### config.mk
export PLATFORM = sky130hd
export DESIGN_NAME = counter_scoreboard_flat
export DESIGN_NICKNAME = d
export VERILOG_FILES = /design/src/rtl/counter_scoreboard_pkg.sv /design/src/rtl/counter_scoreboard_if.sv /design/src/rtl/counter_scoreboard.sv /design/src/flat_wrapper.sv
export SDC_FILE = /design/constraint.sdc
export NUM_CORES = 1
export LEC_CHECK = 0
export ABC_CLOCK_PERIOD_IN_PS = 2600
export CORE_AREA = 2 2 39 41
export CTS_BUF_LIST = sky130_fd_sc_hd__clkbuf_16
export DETAILED_ROUTE_END_ITERATION = 10
export DIE_AREA = 0 0 41 43
export MAX_ROUTING_LAYER = met4
export PLACE_DENSITY = 0.74
export RECOVER_POWER = 25
export SLEW_MARGIN = 15
export SYNTH_ARGS = -nofsm -noshare
export SYNTH_HDL_FRONTEND = slang
export SYNTH_SLANG_ARGS = --single-unit
### constraint.sdc
create_clock -name clk -period 2.6 [get_ports clk]
set_input_delay 0.39 -clock clk [delete_from_list [all_inputs] [get_ports clk]]
set_output_delay 0.39 -clock clk [all_outputs]
set_load 0.01 [all_outputs]
### src/rtl/counter_scoreboard_pkg.sv
// Shared definitions for the multi-mode counter: data width and mode encodings,
// reused by the DUT, the driver and the checker.
package counter_pkg;

  parameter int unsigned WIDTH = 4;

  typedef enum logic [1:0] {
    MODE_UP3  = 2'b00,
    MODE_DN1  = 2'b01,
    MODE_UP1  = 2'b10,
    MODE_LOAD = 2'b11
  } mode_e;

endpackage

### src/rtl/counter_scoreboard_if.sv
// Stimulus/response bundle of the multi-mode counter; the driver side is master,
// the reference model side is slave.
interface counter_scoreboard_if #(
  parameter int unsigned WIDTH = counter_pkg::WIDTH
);

  logic             enable;
  logic [1:0]       mode;
  logic [WIDTH-1:0] D;
  logic             load;
  logic             rco;
  logic [WIDTH-1:0] Q;

  modport master (
    output enable, mode, D,
    input  load, rco, Q
  );

  modport slave (
    input  enable, mode, D,
    output load, rco, Q
  );

endinterface

### src/rtl/counter_scoreboard.sv
// Cycle-accurate golden model of the 4-bit multi-mode counter: produces the
// expected registered Q, rco and load from the same stimulus the DUT sees.
module counter_scoreboard
  import counter_pkg::*;
#(
  parameter int unsigned WIDTH = counter_pkg::WIDTH
) (
  input  logic                clk,
  input  logic                reset,
  counter_scoreboard_if.slave bus
);

  localparam logic [WIDTH:0] THREE = (WIDTH+1)'(3);
  localparam logic [WIDTH:0] ONE   = (WIDTH+1)'(1);

  logic [WIDTH-1:0] q_q, q_d;
  logic             rco_q, rco_d;
  logic             load_q, load_d;
  logic [WIDTH:0]   sum;

  // The extra top bit of sum carries the wrap: carry for the up modes, borrow for down.
  always_comb begin
    q_d    = q_q;
    rco_d  = 1'b0;
    load_d = 1'b0;
    sum    = '0;
    if (bus.enable) begin
      case (bus.mode)
        MODE_UP3: begin
          sum   = {1'b0, q_q} + THREE;
          q_d   = sum[WIDTH-1:0];
          rco_d = sum[WIDTH];
        end
        MODE_DN1: begin
          sum   = {1'b0, q_q} - ONE;
          q_d   = sum[WIDTH-1:0];
          rco_d = sum[WIDTH];
        end
        MODE_UP1: begin
          sum   = {1'b0, q_q} + ONE;
          q_d   = sum[WIDTH-1:0];
          rco_d = sum[WIDTH];
        end
        MODE_LOAD: begin
          q_d    = bus.D;
          load_d = 1'b1;
        end
        default: ;
      endcase
    end
  end

  always_ff @(posedge clk) begin
    if (!reset) begin
      q_q    <= '0;
      rco_q  <= 1'b0;
      load_q <= 1'b0;
    end else begin
      q_q    <= q_d;
      rco_q  <= rco_d;
      load_q <= load_d;
    end
  end

  assign bus.Q    = q_q;
  assign bus.rco  = rco_q;
  assign bus.load = load_q;

endmodule

### src/flat_wrapper.sv
// flat-port wrapper written by rule: the top's interface ports become plain ports
module counter_scoreboard_flat import counter_pkg::*;
#(
  parameter int unsigned WIDTH = counter_pkg::WIDTH
)
  (clk, reset, bus_enable, bus_mode, bus_D, bus_load, bus_rco, bus_Q);
  counter_scoreboard_if #(.WIDTH(WIDTH)) bus_i ();
  input  logic clk;
  input  logic reset;
  input wire logic [$bits(bus_i.enable)-1:0] bus_enable;
  input wire logic [$bits(bus_i.mode)-1:0] bus_mode;
  input wire logic [$bits(bus_i.D)-1:0] bus_D;
  output wire logic [$bits(bus_i.load)-1:0] bus_load;
  output wire logic [$bits(bus_i.rco)-1:0] bus_rco;
  output wire logic [$bits(bus_i.Q)-1:0] bus_Q;
  assign bus_i.enable = bus_enable;
  assign bus_i.mode = bus_mode;
  assign bus_i.D = bus_D;
  assign bus_load = bus_i.load;
  assign bus_rco = bus_i.rco;
  assign bus_Q = bus_i.Q;
  counter_scoreboard #(.WIDTH(WIDTH)) u_core (.clk(clk), .reset(reset), .bus(bus_i));
endmodule
-- Word-level counts from Yosys, hierarchy flattened
Cells that the tools add are included.
- $add $sub $neg: 3
- equality and inequality tests: 3
- multiplexer cells: 3
- reduce and logical (&&, ||, !) cells: 2
- operators with widths (cell ; number):
    $pmux W4 S4 ; 1
    $add A4 B1 Y5 const B ; 1
    $add A4 B2 Y5 const B ; 1
    $sub A4 B1 Y5 const B ; 1
    $eq A2 B2 Y1 const B ; 2
    $pmux W1 S3 ; 1
    $eq A2 B1 Y1 const B ; 1
    $logic_not A2 Y1 ; 1
    $reduce_and A2 Y1 ; 1
    $mux W1 ; 1
- bits in registers: 6
- input bits: 9
- output and inout port bits: 6
- logic and storage cells: 14

-- Logic depth before layout (Yosys ltp)
- depth after elaboration: 2
- depth in mapped cells: 6
- gate-level depth less buffers: 6

-- Worst setup path before layout
OpenSTA, ideal clock, no wires.
- kind: flip-flop to flip-flop
- from: register u_core.q_q[0], in the netlist u_core.bus.Q[0]
- to: register u_core.q_q[1], in the netlist u_core.bus.Q[1]
- library setup time: 0.121 ns
- arrival time: 1.339 ns
- required time: 2.479 ns
- path slack: 1.140 ns
- cell stages (with the launch flop): 6
- buffers on the path: 0
- period minus slack after synthesis: 1.460 ns
- path through: dfxtp_1 inv_1 ha_1 or3b_1 o2111ai_1 a21oi_1
- word-level cells in the longest chain between the ends: 2
- elaborated cells on any way between the ends: 4
- those cells by class: 3 x add/sub; 1 x mux
- ends and longest elaborated chain (item ; line ; source):
    from (decl) ; counter_scoreboard.sv:16 ; logic [WIDTH-1:0] q_q, q_d;
    from (signal assigned) ; counter_scoreboard.sv:59 ; q_q <= q_d;
    $add A4 B1 Y5 (tied with other cells) ; counter_scoreboard.sv:40 ; sum = {1'b0, q_q} + ONE;
    $pmux W4 S4 * ; counter_scoreboard.sv:28 ; case (bus.mode)
Every way passes the cells marked *; elsewhere a longest branch is shown, timed or not.
A chain may end at the register's enable or synchronous reset.

-- Worst setup path after layout
- from: input bus_mode[0]
- to: register u_core.q_q[2], in the netlist u_core.bus.Q[2]
- word-level cells in the longest chain between the ends: 2
- elaborated cells on any way between the ends: 5
- those cells by class: 3 x eq/ne; 1 x mux; 1 x reduce/logical
- ends and longest elaborated chain (item ; line ; source):
    from (decl) ; flat_wrapper.sv:11 ; input wire logic [$bits(bus_i.mode)-1:0] bus_mode;
    $eq A2 B2 Y1 (tied with other cells) ; counter_scoreboard.sv:28 ;
    $pmux W4 S4 * ; counter_scoreboard.sv:28 ;
Marks and branches as above.

==> impl_metrics.yaml <==
floorplanning:
  core-area_sq_um: 1380
  rows: 14
  initial_core_util: 0.321
  die_h_microns: 43
  die-area_sq_um: 1760
  ios: 15
  die_w_microns: 41
sta:
  worst_slew_pin_slew_ns: 0.441
  slew_headroom: 0.705
  tns_ns: 0
  hold_viol: 0
  setup_viol: 0
  final_max_slew_viol_count: 0
  rsz0062_at_grt: "false"
  period_needed_ns: 1.68
  final.setup_skew_ns: 0.00205
  clock.fmax_ghz: 0.595
  timing.final.crit_share: 0.646
global_route:
  grt_pass1_vias: 391
  grt.overflow.total: 0
  grt_usage: 0.143
  grt_antenna_before_repair: 0
  grt_pass1_wl_microns: 1680
  grt_max_degree: 15
pwr:
  power.internal_mw: 0.338
  switching_power_mw: 0.0916
  p_seq_frac: 0.255
  p_comb_frac: 0.175
  powerDensity_nw_per_um2: 651
  p_leak_nw: 0.249
  clockPowerShare: 0.570
  swShare: 0.213
  peakVddDrop_v: 0.000479
synth:
  syn_inst: 56
  syn_nets: 67
  ys_seq_area_frac: 0.270
  async_flop_share: 0
  syn-cell-area_sq_um: 444
  yosys_register_bits: 6
  synth_edf_count: 0
  yosys_warnings: 0
  yosysUniqueCellTypes: 28
  syn_avg_cell_area_sq_um: 7.93
  ys.flop_type: "dfxtp_1"
finish:
  fill_cells: 137
  final_core_util: 0.476
  drive_gt1_frac: 0.0571
  ff_latch_area_sq_um: 120
  syn2layout_area_growth_pct: 48.5
  final_cell_mix: "clkdlybuf4s50_1 (11), nand2_1 (7), dfxtp_1 (6)"
  multi_input_area_sq_um: 293
  antenna_cells: 0
  final_cells: 86
  final_common_cell: "clkdlybuf4s50_1"
  nNetsFinal: 83
placed_design:
  io_buffer_count: 14
  hpwl_microns: 692
  place_congestion: 0.848
  numPlacedInstances: 83
clocking:
  cts_resized: 0
  cts_buffers: 3
  cts_tree: "built"
  root_buffer: "clkbuf_16"
  clockBufferDepth: 2
  post_cts_buffers: 0
  clock_latency_ns: 0.23
  holdBufCountCts: 0
  htree_levels: 1
  clk_pin_slew_worst_paths_ns: 0.03
  cts_sinks: 6
job:
  cap_violations: 0
critical_path:
  start_kind: "input pin"
  crit_fanout: 13
  crit_path_end_kind: "flip-flop"
  worstSetupPathType: "input pin to flip-flop"
  critPathRequiredTime_ns: 2.75
  arrival_ns: 1.83
drt:
  dr.first_iter.drc_count: 16
  wl_per_cell_microns: 11.2
  wl_microns: 966
  vias: 443
  ant_nets: 0
  via_per_inst: 5.15
  firstDrtPassIters: 4
  drc: 0
run_status:
  status: "finished, final reports clean"
hold_path:
  hp-class: "flip-flop to flip-flop"
==> routing by layer <==
layer / vias to the layer above / global-route usage / part of all wire
li1: 231 / - / -
met3: 0 / 0.0785 / 0.058
met5: - / - / 0
met1: 198 / 0.210 / 0.50
met2: 14 / 0.166 / 0.45
met4: 0 / 0.0400 / 0
==> registers in the layout, summed over array words and instances, names as in the netlist <==
name             flops
u_core.bus.Q         4
u_core.bus.load      1
u_core.bus.rco       1
==> per-stage QoR <==
stage	worst slack [ns]	total power, mW	cell area [sq um]	hold slack (ns)
after global routing	0.743	0.452	659	0.585
after global placement	0.772	0.186	584	0.544
after CTS	0.939	0.437	659	0.558
final	0.920	0.429	659	0.548
after detailed placement	0.748	0.186	584	0.548
after floorplan	1.14	0.155	444	0.528
==> path summary, 6_finish.rpt <==
kind,slack [ns],cells past startpoint,start,end
hold / removal,0.55,2,u_core.bus.Q[1]$_SDFFE_PN0P_,u_core.bus.Q[1]$_SDFFE_PN0P_
setup / recovery,0.92,5,bus_mode[0],u_core.bus.Q[2]$_SDFFE_PN0P_
setup reg to reg,1.09,5,u_core.bus.Q[0]$_SDFFE_PN0P_,u_core.bus.Q[1]$_SDFFE_PN0P_
hold reg to reg,0.55,2,u_core.bus.Q[1]$_SDFFE_PN0P_,u_core.bus.Q[1]$_SDFFE_PN0P_
==> worst max-delay path: stages <==
cell and delay (ns):
dlygate4sd3_1 0.81, nor2b_1 0.13, o311ai_1 0.27, a211oi_1 0.08, nor3_1 0.14
==> logic make-up (layout without fill, tap and decap cells) <==
| logic type | after synthesis | after routing | share of synthesized area |
|---|---|---|---|
| DFF | 6 | 6 | 0.270 |
| and+or+nand+nor | 25 | 25 | 0.327 |
| muxes | 2 | 2 | 0.0451 |
| buffers and inverters | 6 | 20 | 0.0704 |
| AOI/OAI and AO/OA | 14 | 14 | 0.211 |
| xor gates and xnor gates | 1 | 1 | 0.0197 |
| adders and majority gates | 2 | 2 | 0.0563 |
==> cell type report <==
type,instances,share of cell area
inverters,3,0.0171
repair buffers,14,0.213
well taps,16,0.0304
multi-input cells,44,0.444
clock buffers,3,0.114
flip-flops and latches,6,0.182
==> Yosys cell counts (2+ instances only) <==
library cell / n / share of area
nand2_1: 7 / 0.059
dfxtp_1: 6 / 0.27
inv_1: 3 / 0.025
nand2b_1: 3 / 0.042
nor2_1: 3 / 0.025
o21ai_1: 3 / 0.034
a211oi_1: 2 / 0.034
a21oi_1: 2 / 0.023
buf_4: 2 / 0.034
ha_1: 2 / 0.056
mux2i_1: 2 / 0.045
nand3_1: 2 / 0.023
nor2b_1: 2 / 0.028
nor3b_1: 2 / 0.034
o21ai_0: 2 / 0.023
==> power by group through the flow <==
stage / clock network [mW] / registers (mW) / logic (mW)
5_1_grt: 0.256 / 0.111 / 0.0847
6_report: 0.245 / 0.109 / 0.0751
4_1_cts: 0.252 / 0.109 / 0.0758
2_1_floorplan: 0 / 0.112 / 0.0434
3_3_place_gp: 0 / 0.111 / 0.0746
3_5_place_dp: 0 / 0.111 / 0.0752
Power figures use the tool's default switching activity.
==> edit, RTL diff (same settings) <==
`q_q` no longer has a reset.
--- a/src/rtl/counter_scoreboard.sv
+++ b/src/rtl/counter_scoreboard.sv
@@ -53,12 +53,14 @@
   always_ff @(posedge clk) begin
     if (!reset) begin
-      q_q    <= '0;
       rco_q  <= 1'b0;
       load_q <= 1'b0;
     end else begin
-      q_q    <= q_d;
       rco_q  <= rco_d;
       load_q <= load_d;
     end
+  end
+
+  always_ff @(posedge clk) begin
+    q_q <= q_d;
   end
 
Behaviour: not the same (a bounded check fails within 4 cycles, from zero or initial values and one cycle with reset low).
==> edit against the unedited design <==
Synthesized area shrank 2.5%; power increased by 9.9%; largest power group unchanged; register-to-register slack gained 0.02 ns; fmax fell by 1.6%; non-clock buffer count up 2; worst hold slack better by 0.17 ns; cell area is 0.76% higher; combinational power rose by 16%; synthesized cell count decreased by 13%; critical path depth is 4 lower; highest routed layer is now met4; sequential power rose by 17%; routed wire length is 2.9% higher; worst setup slack worse by 0.027 ns; sequential cell count unchanged.
==> edit: results (changes against the unedited design) <==
Global Route Usage Sum 15.0% (was 14.3%); initial antenna violation count 0 (unchanged); vias in the first global route 352 (was 391); worst hold margin 0.720 ns (was 0.548 ns); WP data arrival 1.32 ns (was 1.83 ns); Worst VDD drop 434 µV (was 479 µV); CP Max Fanout 8 (was 13); Post-CTS Resized 0 (unchanged); final WL 994 µm (was 966 µm); Synth area leaders edfxtp_1 28%, dfxtp_1 9.2%, mux2i_1 6.9% (was dfxtp_1 27%, nand2_1 5.9%, ha_1 5.6%); root buf cell clkbuf_16 (unchanged); Distinct cells, synth 24 (was 28); status complete, no violations (unchanged); sequential element share of the synthesized area 37.0% (was 27.0%); Hold Crit Class in2reg (was reg2reg); Pleak 0.256 nW (was 0.249 nW); Clock Path Buffers 2 (unchanged); Synthesized Nets 60 (was 67); Nets 78 (was 83); CP top delay family buffers and inverters (unchanged); layout cells sized above 1 9.23% (was 5.71%); M3 GR Usage 6.81% (was 7.85%); DRT Pass-1 Iters 4 (unchanged); DP HPWL 717 µm (was 692 µm); Post-CTS Setup Bufs 0 (unchanged); CP max stage cell clkdlybuf4s50_1 (was dlygate4sd3_1); max incr delay on CP 0.59 ns (was 0.81 ns); gp weighted congestion 0.811 (was 0.848); vias per cell 4.91 (was 5.15); htree depth 1 (unchanged); largest net degree at the start of global routing 12 (was 15); Post-synth EDFFs 4 (was 0); Ys Warns 0 (unchanged); Port Buf Inserts 14 (unchanged); worst slew pin tran 0.276 ns (was 0.441 ns); Synth area leader edfxtp_1 (was dfxtp_1); Worst Skew 0.00251 ns (was 0.00205 ns); reg-to-reg slack, setup 1.11 ns (was 1.09 ns); met1 Use GR 19.5% (was 21.0%); Starting DRT DRC Count 4 (was 16); clock transition at the registers of the reported paths 0.04 ns; Largest register FFs 4 (unchanged); Async SR Flop Fraction 0% (unchanged); first-pass GRT wire length 1.65 mm (was 1.68 mm); ant diodes 0 (unchanged); Worst-Skew Late Latency 0.23 ns (about the same); TritonCTS buffer count 3 (unchanged); Post-synth top cells 5 x nand2_1, 5 x nor2_1, 4 x edfxtp_1 (was 7 x nand2_1, 6 x dfxtp_1); met2 global-route usage 17.8% (was 16.6%)
edit: cell types whose count changed after synthesis, sizes merged, moves of 2 or more:
cell,change
dfxtp,-4
edfxtp,+4
xnor2,+3
a211oi,-2
nand2,-2
nor2,+2
edit: worst paths after layout:
kind / start / endpoint / cells after the start
min reg2reg: u_core.bus.Q[0] / u_core.bus.Q[0] / 1
max reg2reg: u_core.bus.Q[0] / u_core.bus.Q[3] / 3
min: reset / u_core.bus.load / 3
max: u_core.bus.Q[2] / bus_Q[2] / 1
edit: cells by family (layout without fill, tap and decap cells):
kind of cell | after synthesis | in the layout | share of synthesized area, %
AOI/OAI and AO/OA | 11 | 11 | 15.3
xor gates and xnor gates | 3 | 3 | 6.07
adders and majority gates | 2 | 2 | 5.78
buffers and inverters | 5 | 21 | 6.07
DFF | 6 | 6 | 37.0
muxes | 3 | 3 | 6.94
and+or+nand+nor | 19 | 19 | 22.8
edit: where the power goes:
group	internal (W)	switching, W
clock	0.000198	0.0000590
sequential	0.000114	0.0000138
combinational	0.0000508	0.0000360
edit: layout make-up:
| type | count | area, µm² |
|---|---|---|
| clock buffer | 3 | 75.1 |
| fill | 134 | 719 |
| inverter | 2 | 7.51 |
| multi-input combinational | 38 | 246 |
| sequential | 6 | 160 |
| tap | 16 | 20.0 |
| timing repair buffer | 16 | 155 |
edit: through the flow:
stage | power [W] | cell area, µm² | setup WS [ns] | std cells
after CTS | 0.000476 | 664 | 0.874 | 81
after floorplan | 0.000177 | 433 | 1.12 | 49
after detailed placement | 0.000216 | 589 | 0.691 | 78
final | 0.000472 | 664 | 0.892 | 81
after global placement | 0.000213 | 589 | 0.709 | 78
after global routing | 0.000491 | 664 | 0.832 | 81
edit: per-layer routing:
| metal | routed length [µm] | part of all wire, % |
|---|---|---|
| met1 | 432 | 43 |
| met2 | 495 | 50 |
| met3 | 45 | 4.5 |
| met4 | 20 | 2.0 |
| met5 | 0 | 0 |
